**config.mk**
```make
export PLATFORM = sky130hd
export DESIGN_NAME = ifu_fetch_flat
export DESIGN_NICKNAME = d
export VERILOG_FILES = /design/src/rtl/ifu_fetch_if.sv /design/src/rtl/ifu_fetch.sv /design/src/flat_wrapper.sv
export SDC_FILE = /design/constraint.sdc
export NUM_CORES = 1
export LEC_CHECK = 0
export BUFFER_PORTS_ARGS = -buffer_cell sky130_fd_sc_hd__buf_4
export CORE_MARGIN = 1.5
export CORE_UTILIZATION = 52
export CTS_CLUSTER_SIZE = 25
export DETAILED_ROUTE_END_ITERATION = 10
export PLACE_DENSITY = 0.82
export SLEW_MARGIN = 20
export SYNTH_ARGS = -nofsm -noshare
export SYNTH_HDL_FRONTEND = slang
export SYNTH_SLANG_ARGS = --single-unit
```
**constraint.sdc**
```tcl
create_clock -name clk -period 4.1 [get_ports clk]
set_clock_uncertainty 0.05 [all_clocks]
set_input_delay 0.41 -clock clk [delete_from_list [all_inputs] [get_ports clk]]
set_output_delay 0.41 -clock clk [all_outputs]
set_load 0.005 [all_outputs]
```
**src/rtl/ifu_fetch_if.sv**
```systemverilog
// ifu_fetch_if: instruction-memory req/ack bus (req, addr from fetch unit; ack, rdata from memory)
interface ifu_fetch_if;
  logic        req;
  logic [31:0] addr;
  logic        ack;
  logic [31:0] rdata;
  modport master (output req, addr, input ack, rdata);
  modport slave (input req, addr, output ack, rdata);
endinterface

```
**src/rtl/ifu_fetch.sv**
```systemverilog
// ifu_fetch: PC/fetch FSM (FETCH/EXEC/HALT); ports clk, rst_n, imem bus, instr/instr_valid/pc/pc4 out, npc_op/rs_data/stall in, halt/retired out; ALIGN_CHECK_EN halts on misaligned npc
module ifu_fetch #(
  parameter logic [31:0] RESET_PC = 32'h0000_3000,
  parameter int          CNT_W    = 32
) (
  input  logic             clk,
  input  logic             rst_n,
  ifu_fetch_if.master      imem,
  output logic [31:0]      instr,
  output logic             instr_valid,
  output logic [31:0]      pc,
  output logic [31:0]      pc4,
  input  logic [2:0]       npc_op,
  input  logic [31:0]      rs_data,
  input  logic             stall,
  output logic             halt,
  output logic [CNT_W-1:0] retired
);
  typedef enum logic [1:0] {FETCH, EXEC, HALT} state_t;
  state_t      state;
  logic [31:0] npc;
  assign pc4 = pc + 32'd4;
  always_comb npc = npc_op == 3'd1 ? pc4 + {{14{instr[15]}}, instr[15:0], 2'b00} :
                    npc_op == 3'd2 ? {pc4[31:28], instr[25:0], 2'b00} :
                    npc_op == 3'd3 ? rs_data : pc4;
  assign imem.req    = rst_n && state == FETCH;
  assign imem.addr   = pc;
  assign instr_valid = state == EXEC;
`ifdef ALIGN_CHECK_EN
  assign halt = state == HALT;
`else
  assign halt = 1'b0;
`endif
  always_ff @(posedge clk or negedge rst_n) begin
    if (!rst_n) begin
      state   <= FETCH;
      pc      <= RESET_PC;
      instr   <= '0;
      retired <= '0;
    end else begin
      case (state)
        FETCH: if (imem.ack) begin
          instr <= imem.rdata;
          state <= EXEC;
        end
        EXEC: if (!stall) begin
`ifdef ALIGN_CHECK_EN
          if (npc[1:0] != 2'b00) state <= HALT;
          else begin
            pc      <= npc;
            retired <= retired + CNT_W'(1);
            state   <= FETCH;
          end
`else
          pc      <= npc & ~32'd3;
          retired <= retired + CNT_W'(1);
          state   <= FETCH;
`endif
        end
        default: ;
      endcase
    end
  end
endmodule

```
**src/flat_wrapper.sv**
```systemverilog
// flat-port wrapper written by rule: the top's interface ports become plain ports
module ifu_fetch_flat 
#(
  parameter logic [31:0] RESET_PC = 32'h0000_3000,
  parameter int          CNT_W    = 32
)
  (clk, rst_n, instr, instr_valid, pc, pc4, npc_op, rs_data, stall, halt, retired, imem_req, imem_addr, imem_ack, imem_rdata);
  ifu_fetch_if imem_i ();
  input  logic clk;
  input  logic rst_n;
  output logic [31:0] instr;
  output logic instr_valid;
  output logic [31:0] pc;
  output logic [31:0] pc4;
  input  logic [2:0] npc_op;
  input  logic [31:0] rs_data;
  input  logic stall;
  output logic halt;
  output logic [CNT_W-1:0] retired;
  output wire logic [$bits(imem_i.req)-1:0] imem_req;
  output wire logic [$bits(imem_i.addr)-1:0] imem_addr;
  input wire logic [$bits(imem_i.ack)-1:0] imem_ack;
  input wire logic [$bits(imem_i.rdata)-1:0] imem_rdata;
  assign imem_req = imem_i.req;
  assign imem_addr = imem_i.addr;
  assign imem_i.ack = imem_ack;
  assign imem_i.rdata = imem_rdata;
  ifu_fetch #(.RESET_PC(RESET_PC), .CNT_W(CNT_W)) u_core (.clk(clk), .rst_n(rst_n), .imem(imem_i), .instr(instr), .instr_valid(instr_valid), .pc(pc), .pc4(pc4), .npc_op(npc_op), .rs_data(rs_data), .stall(stall), .halt(halt), .retired(retired));
endmodule
```
; ---- Yosys cells after proc, flatten, opt, wreduce, memory -nomap -nowiden
; Index checks and enable logic that the tools add are counted.
[op_classes]
n_addsub = 3
eq_ne = 6
n_mux = 6
bitwise_logic = 1
n_reduce_logical = 6
[op_table]
columns = op, n
row1 = 32-bit 2-to-1 mux, 3
row2 = 32-bit by 1-bit adder with 32-bit output (second input constant), 1
row3 = 32-bit by 3-bit adder with 32-bit output (second input constant), 1
row4 = 32-bit adder, 1
row5 = 3-bit by 2-bit == test with 1-bit output (second input constant), 2
row6 = 2-bit 2-to-1 mux, 2
row7 = 2-bit != test (second input constant), 2
row8 = 2-bit one-hot mux with 2 select lines, 1
row9 = 2-bit AND reduction, 2
row10 = 3-bit by 1-bit == test with 1-bit output (second input constant), 1
row11 = 3-bit AND reduction, 1
row12 = 2-bit by 1-bit == test with 1-bit output (second input constant), 1
row13 = 2-bit logical NOT, 1
row14 = 2-bit nonzero test, 1
row15 = 1-bit logical AND, 1
row16 = 1-bit inverter, 1
[word_totals]
ff_bits = 96
in_bits = 71
output_inout_bits = 163

; ---- Longest topological paths before layout
; Gate-level depths: netlist of run 1.
[logic_depth]
ltp_word = 4
depth_mapped = 17
depth_no_buf = 15

; ---- Worst setup path after synthesis of run 1
; Ideal clock, no wire load.
[synth_timing]
kind = register -> register
from = register u_core.pc[2], in the netlist u_core.imem.addr[2]
to = register u_core.pc[29], in the netlist u_core.imem.addr[29]
arrival_ns = 3.418
t_required_ns = 3.913
slack_ns = 0.495
stages_incl_launch_ff = 16
period_less_slack_ns = 3.605
path_cell_list = dfrtp_1 ha_1 nand3_1 or2_2 nor3_1 nand3_1 xnor2_1 ha_1 clkbuf_1 a21o_1 a221o_1 a21oi_1 o21ai_2 a31oi_4 mux2i_1 o211ai_1
[synth_via]
word_cells_on_any_way = 5
[synth_rtl]
columns = element, line
row1 = from (decl), ifu_fetch.sv:11  ; output logic [31:0] pc,
row2 = from (signal assigned), ifu_fetch.sv:55  ; pc <= npc & ~32'd3;
row3 = 32-bit by 3-bit adder with 32-bit output, ifu_fetch.sv:22  ; assign pc4 = pc + 32'd4;
row4 = named net pc4[18], flat_wrapper.sv:14  ; output logic [31:0] pc4;
row5 = 32-bit adder, ifu_fetch.sv:23  ; always_comb npc = npc_op == 3'd1 ? pc4 + {{14{instr[15]}}, instr[15:0], 2'b00} :
row6 = 32-bit 2-to-1 mux, ifu_fetch.sv:23
; The timed path passes the listed nets, and every way through them passes these cells.
; A chain may end at the register's enable or synchronous reset.

; ---- Worst setup path in the final report of run 1
[layout_timing]
from = register u_core.pc[5], in the netlist u_core.imem.addr[5]
to = register u_core.pc[29], in the netlist u_core.imem.addr[29]
[layout_via]
elab_chain_cells = 4
word_cells_on_any_way = 5
[layout_rtl]
columns = element, line
row1 = 32-bit by 3-bit adder with 32-bit output *, ifu_fetch.sv:22
row2 = branches (longest 2 deep; another with 32-bit adder), -
row3 = 32-bit 2-to-1 mux *, ifu_fetch.sv:23
; Mark *: on every way between the ends.

==> results.py, run 1 <==
metrics = {
    "synthesis": {
        "synth_seq_cells": 95,
        "synth_area_um2": 7180,
        "synth_xor_area_share_pct": 10.6,
        "synth_ff_type": "dfrtp_1",
        "synth.area.mux_share_pct": 7.65,
        "synth_cell_types": 75,
        "synth.avg_cell_area_um2": 8.90,
        "synth_top_family_by_area": "simple AND/OR/NAND/NOR gates",
        "async_flop_share_pct": 100,
        "ys_seq_area_share_pct": 33.2,
        "synth_compound_area_share_pct": 17.5,
        "yosysWarnings": 0,
        "synth-edff-count": 0,
        "syn_inst": 806,
        "yosys.area_share.simple_pct": 17.6,
        "synthAdderAreaFrac_pct": 6.73,
    },
    "floorplan": {
        "ios": 234,
        "dieArea_um2": 14500,
        "start_util_pct": 53.8,
        "die_w_um": 120,
        "core_area_um2": 13300,
        "die_h_um": 120,
        "num_rows": 42,
    },
    "placed_design": {
        "place_hpwl_um": 16000,
        "gp_congestion": 0.986,
        "dpl-instance-area_um2": 8790,
        "portBuffers": 224,
        "pre_cts_ws_ns": 0.146,
    },
    "detailed_routing": {
        "drt-initial-drc-count": 742,
        "post_drt_via_cell_ratio": 5.92,
        "wl_met3_um": 2070,
        "route.detailed.drc": 0,
        "wirelength_met1_um": 8760,
        "ant_nets": 0,
        "wirelength_um": 21900,
        "num_vias": 6912,
        "wl_met2_um": 10600,
        "highest_layer": "met4",
        "drt_first_pass_iters": 5,
        "wl_per_cell_um": 18.8,
    },
    "critical_path": {
        "arrival_ns": 4.10,
        "worstPathCellList": "and3_1 > nand3_1 > or2_2 > nor2_1 > xor2_1 > ha_2 > a21oi_2 > o21ai_1 > a221o_1 > a21oi_1 > o21ai_2 > a31oi_4 > mux2i_1 > o211ai_1",
        "cp.buffers_inverters": 0,
        "critPathKind": "register to register",
        "slowest_stage": "dfrtp_1",
        "end_kind": "register",
        "cp_top_family": "compound AO/OA/AOI/OAI gates",
        "cpPeakStageDelay_ns": 0.47,
        "startpoint_type": "register",
        "cp_max_fo": 8,
        "cp.required_ns": 4.28,
    },
    "timing": {
        "rsz0062_at_grt": "true",
        "final-setup-viol-count": 0,
        "final.setup.worst_slack_ns": 0.178,
        "hold_viol_final": 0,
        "maxSlewViolCount": 0,
        "worst_pin_slew_ns": 0.916,
        "period_needed_ns": 3.92,
        "max_freq_mhz": 255,
        "fin_crit_sh_pct": 95.7,
        "slew_headroom_pct": 38.9,
    },
    "clocking": {
        "cts.sinks": 95,
        "post_cts_buffers": 0,
        "clkLatencyLatePin_ns": 0.36,
        "tritoncts": "done",
        "cts.clk_slew.worst_paths_ns": 0.08,
        "ctsLongestPathBuffers": 2,
        "cts-htree-levels": 3,
        "numCtsBuffers": 9,
        "clockRootBuffer": "clkbuf_16",
        "holdBufCountCts": 0,
    },
    "power_and_ir_drop": {
        "ir_drop_v": 0.000473,
        "total_leakage_power_nw": 4.38,
        "power_w": 0.00627,
        "power_density_nw_per_um2": 681,
    },
    "status": {
        "status": "completed",
    },
    "layout": {
        "diodes": 0,
        "n_fill_cell": 1082,
        "regArea_um2": 2380,
        "drive_above_1_share_pct": 33.3,
        "nets": 1096,
        "multi_input_area_um2": 4420,
        "syn_to_final_growth_pct": 28.2,
        "final_cell_area_um2": 9200,
    },
    "global_routing": {
        "grtUsageTotal_pct": 30.1,
        "grt_pass1_vias": 6556,
        "grt_first_pass_wirelength_um": 34300,
        "antenna_found_initial": 0,
        "overflow": 0,
        "grt_max_degree": 51,
    },
    "min_path": {
        "hp-class": "input pin to async pin",
    },
    "job": {
        "maxCapViolations": 0,
    },
}
==> registers in the layout, summed over array words and instances (netlist names) <==
name and flops:
u_core.retired 32, u_core.imem.addr 30, u_core.instr 32, u_core.state 1
==> cell type report <==
cell class | count | area share [%]
multi-input combinational | 628 | 48.0
sequential | 95 | 25.9
timing repair buffer | 238 | 19.6
clock buffer | 9 | 2.45
tap | 176 | 2.39
clock inverter | 7 | 1.06
inverter | 15 | 0.612
==> cell usage after synthesis (all sizes together), types with 19 or more instances <==
cell type	n	area [um2]
nand3	34	170
a21oi	50	262
o21ai	52	264
nand2	87	327
clkbuf	30	113
buf	44	309
nor2	51	194
dfrtp	93	2330
xor2	28	253
xnor2	56	509
mux2i	20	200
nand4	19	125
mux2	31	349
ha	37	463
==> layout by cell type (no fill, tap or decap), types with 31 or more instances in the layout <==
| master | netlist | routed |
|---|---|---|
| dfrtp_1 | 93 | 92 |
| buf_4 | 37 | 237 |
| nor2_1 | 50 | 49 |
| o21ai_0 | 43 | 43 |
| a21oi_1 | 47 | 46 |
| xnor2_1 | 55 | 52 |
| nand3_1 | 34 | 33 |
| ha_1 | 37 | 36 |
| nand2_1 | 87 | 87 |
| mux2_2 | 31 | 31 |
==> cell families (layout without fill, tap and decap cells) <==
logic type               Yosys count  count (layout)
flip-flops                        95              95
XOR/XNOR                          84              84
AND/OR/NAND/NOR                  257             257
adder cells (fa/ha/maj)           38              38
buffers and inverters             89             269
multiplexers                      51              51
AO/OA/AOI/OAI                    191             191
other                              1               7
==> path summary, 6_finish.rpt <==
kind / slack (ns) / cells past startpoint / from / endpoint
min in group clk: 0.21 / 3 / imem_rdata[19] / u_core.instr[19]
worst min register to register: 0.44 / 1 / u_core.retired[31] / u_core.retired[31]
worst min-delay path: 0.01 / 1 / rst_n / u_core.instr[1]
worst max-delay path: 0.18 / 14 / u_core.imem.addr[5] / u_core.imem.addr[29]
max in group asynchronous: 2.86 / 2 / rst_n / u_core.imem.addr[4]
worst max register to register: 0.18 / 14 / u_core.imem.addr[5] / u_core.imem.addr[29]
==> timing repair <==
item,4_1_cts,5_1_grt
gates resized for setup,1,12
endpoints found under the hold margin,0,0
endpoints found under the setup margin,1,5
==> per-layer routing <==
metal	global-route usage [%]	vias to the layer above
met1	39.1	3270
met3	5.52	39
met2	50.1	400
met5	0	-
met4	10.8	0
li1	-	3203
==> per-stage QoR <==
step	TNS, ns	hold WS [ns]	util (%)	instances
global placement	0	0.417	65.8	1151
finish	0	0.0137	68.9	1168
detailed placement	0	0.424	65.8	1151
global route	-0.0241	0.0727	68.9	1168
floorplan	0	0.0644	-	812
CTS	0	0.0428	68.3	1167
==> power breakdown <==
group	internal, W	total, W	switching, W
clock	0.000494	0.000915	0.000421
sequential	0.00117	0.00161	0.000442
combinational	0.00183	0.00374	0.00191
No activity file was read; power rests on OpenSTA's default activity.
==> run 2: changes to the inputs <==
- REMOVE_ABC_BUFFERS: unset -> 1
==> results.py, run 2 (synthesized netlist as in run 1, its figures left out) <==
metrics = {
    "placed_design": {
        "gp_congestion": 0.939,
        "portBuffers": 224,
        "dpl-instance-area_um2": 8840,
        "place_hpwl_um": 16100,
    },
    "timing": {
        "hold_slack_ns": 0.230,
        "setup_tns_ns": 0,
        "fin_crit_sh_pct": 91.9,
        "maxSlewViolCount": 0,
        "hold_viol_final": 0,
        "final-setup-viol-count": 0,
        "period_needed_ns": 3.77,
        "worst_pin_slew_ns": 1.05,
        "rsz0062_at_grt": "false",
        "max_freq_mhz": 266,
        "slew_headroom_pct": 30.3,
    },
    "floorplan": {
        "ios": 234,
        "start_util_pct": 53.8,
        "core_area_um2": 13300,
        "die_w_um": 120,
        "num_rows": 42,
        "die_h_um": 120,
        "dieArea_um2": 14500,
    },
    "critical_path": {
        "critPathKind": "register to register",
        "cp.required_ns": 4.28,
        "crit_path_frequent_cell": "ha_2",
        "arrival_ns": 3.94,
        "cpPeakStageDelay_ns": 0.44,
        "end_kind": "register",
        "cp_max_fo": 7,
        "worstPathCellList": "ha_2 > nand3_2 > or2_2 > nor3_1 > buf_4 > nand3_1 > xnor2_2 > ha_2 > a21o_1 > a221o_1 > a21oi_1 > o21ai_2 > a31oi_4 > mux2i_1 > o211ai_1",
        "startpoint_type": "register",
        "slowest_stage": "dfrtp_2",
    },
    "layout": {
        "n_fill_cell": 1127,
        "syn_to_final_growth_pct": 28.8,
        "mostFrequentLayoutCell": "buf_4",
        "final_cell_area_um2": 9250,
        "diodes": 0,
        "layout_common_cells": "buf_4 (246), dfrtp_1 (89), nand2_1 (87)",
        "nets": 1106,
        "drive_above_1_share_pct": 33.8,
    },
    "global_routing": {
        "antenna_found_initial": 0,
        "grt_pass1_vias": 6696,
        "grt_max_degree": 59,
        "overflow": 0,
        "grt_first_pass_wirelength_um": 34500,
        "grtUsageTotal_pct": 30.2,
    },
    "job": {
        "maxCapViolations": 0,
    },
    "clocking": {
        "cts-htree-levels": 3,
        "cts.sinks": 95,
        "cts.clk_slew.worst_paths_ns": 0.08,
        "clockRootBuffer": "clkbuf_16",
        "numCtsBuffers": 9,
        "tritoncts": "done",
        "ctsLongestPathBuffers": 2,
        "clkLatencyLatePin_ns": 0.35,
    },
    "detailed_routing": {
        "drt-initial-drc-count": 515,
        "ant_nets": 0,
        "wl_per_cell_um": 18.8,
        "num_vias": 6931,
        "post_drt_via_cell_ratio": 5.88,
        "drt_first_pass_iters": 7,
        "route.detailed.drc": 0,
        "wirelength_um": 22100,
    },
    "power_and_ir_drop": {
        "seqPwrFrac_pct": 25.1,
        "p_comb_share_pct": 61.0,
        "total_leakage_power_nw": 4.39,
        "power_density_nw_per_um2": 675,
        "ir_drop_v": 0.000378,
        "clkPwrFrac_pct": 13.9,
        "switching_share_pct": 44.3,
        "p_int_w": 0.00348,
        "power_w": 0.00624,
        "p_sw_w": 0.00276,
    },
    "min_path": {
        "hp-class": "input pin to register",
    },
    "status": {
        "status": "completed",
    },
}
==> run 2: final timing paths <==
path	slack (ns)	cells past startpoint	startpoint	to
worst max-delay path	0.33	15	u_core.imem.addr[3]	u_core.imem.addr[29]
worst max register to register	0.33	15	u_core.imem.addr[3]	u_core.imem.addr[29]
min in group asynchronous	0.51	2	rst_n	u_core.retired[29]
max in group asynchronous	2.26	3	rst_n	u_core.imem.addr[4]
worst min-delay path	0.23	2	stall	u_core.state[0]
worst min register to register	0.43	1	u_core.retired[31]	u_core.retired[31]
==> run 2: final cells by class <==
class,count,area [um2],area share (%)
Multi-Input combinational cell,628,4400,47.5
Tap cell,176,220,2.38
Clock buffer,9,225,2.44
Inverter,15,56.3,0.609
Sequential cell,95,2380,25.8
Clock inverter,7,78.8,0.853
Timing Repair Buffer,248,1880,20.4
==> run 2: power by group through the flow <==
stage | combinational [W] | clock [W] | sequential, W
after CTS | 0.00371 | 0.000879 | 0.00156
after floorplan | 0.00215 | 0 | 0.00154
after global routing | 0.00412 | 0.000917 | 0.00161
final | 0.00380 | 0.000869 | 0.00157
after global placement | 0.00362 | 0 | 0.00156
after detailed placement | 0.00366 | 0 | 0.00157
==> run 2: metrics by stage <==
step / std cells / util (%) / setup WS (ns)
6_report: 1178 / 69.3 / 0.334
5_1_grt: 1178 / 69.3 / 0.0306
4_1_cts: 1175 / 68.6 / 0.179
3_5_place_dp: 1158 / 66.2 / 0.234
3_3_place_gp: 1158 / 66.2 / 0.279
2_1_floorplan: 738 / - / 0.554
==> run 2: repair_timing <==
item,in CTS,in global routing
buffers inserted,0,2
hold buffers,1,0
gates resized for setup,0,13
endpoints found under the setup margin,0,6
endpoints found under the hold margin,37,0
==> run 2: metal layers <==
layer | vias to the layer above | share of wire (%) | global-route usage [%]
li1 | 3233 | - | -
met1 | 3369 | 43 | 40.7
met2 | 292 | 48 | 49.4
met3 | 37 | 6.6 | 4.34
met4 | 0 | 2.4 | 11.0
met5 | - | 0 | 0
==> run 2: critical path: cells and delay by family, from the launching register on <==
kind / cells / cell delay (ns)
AO/OA/AOI/OAI: 6 / 1.24
multiplexers: 1 / 0.21
buffers and inverters: 1 / 0.15
AND/OR/NAND/NOR: 4 / 0.75
flip-flops: 1 / 0.44
adder cells (fa/ha/maj): 2 / 0.61
XOR/XNOR: 1 / 0.19
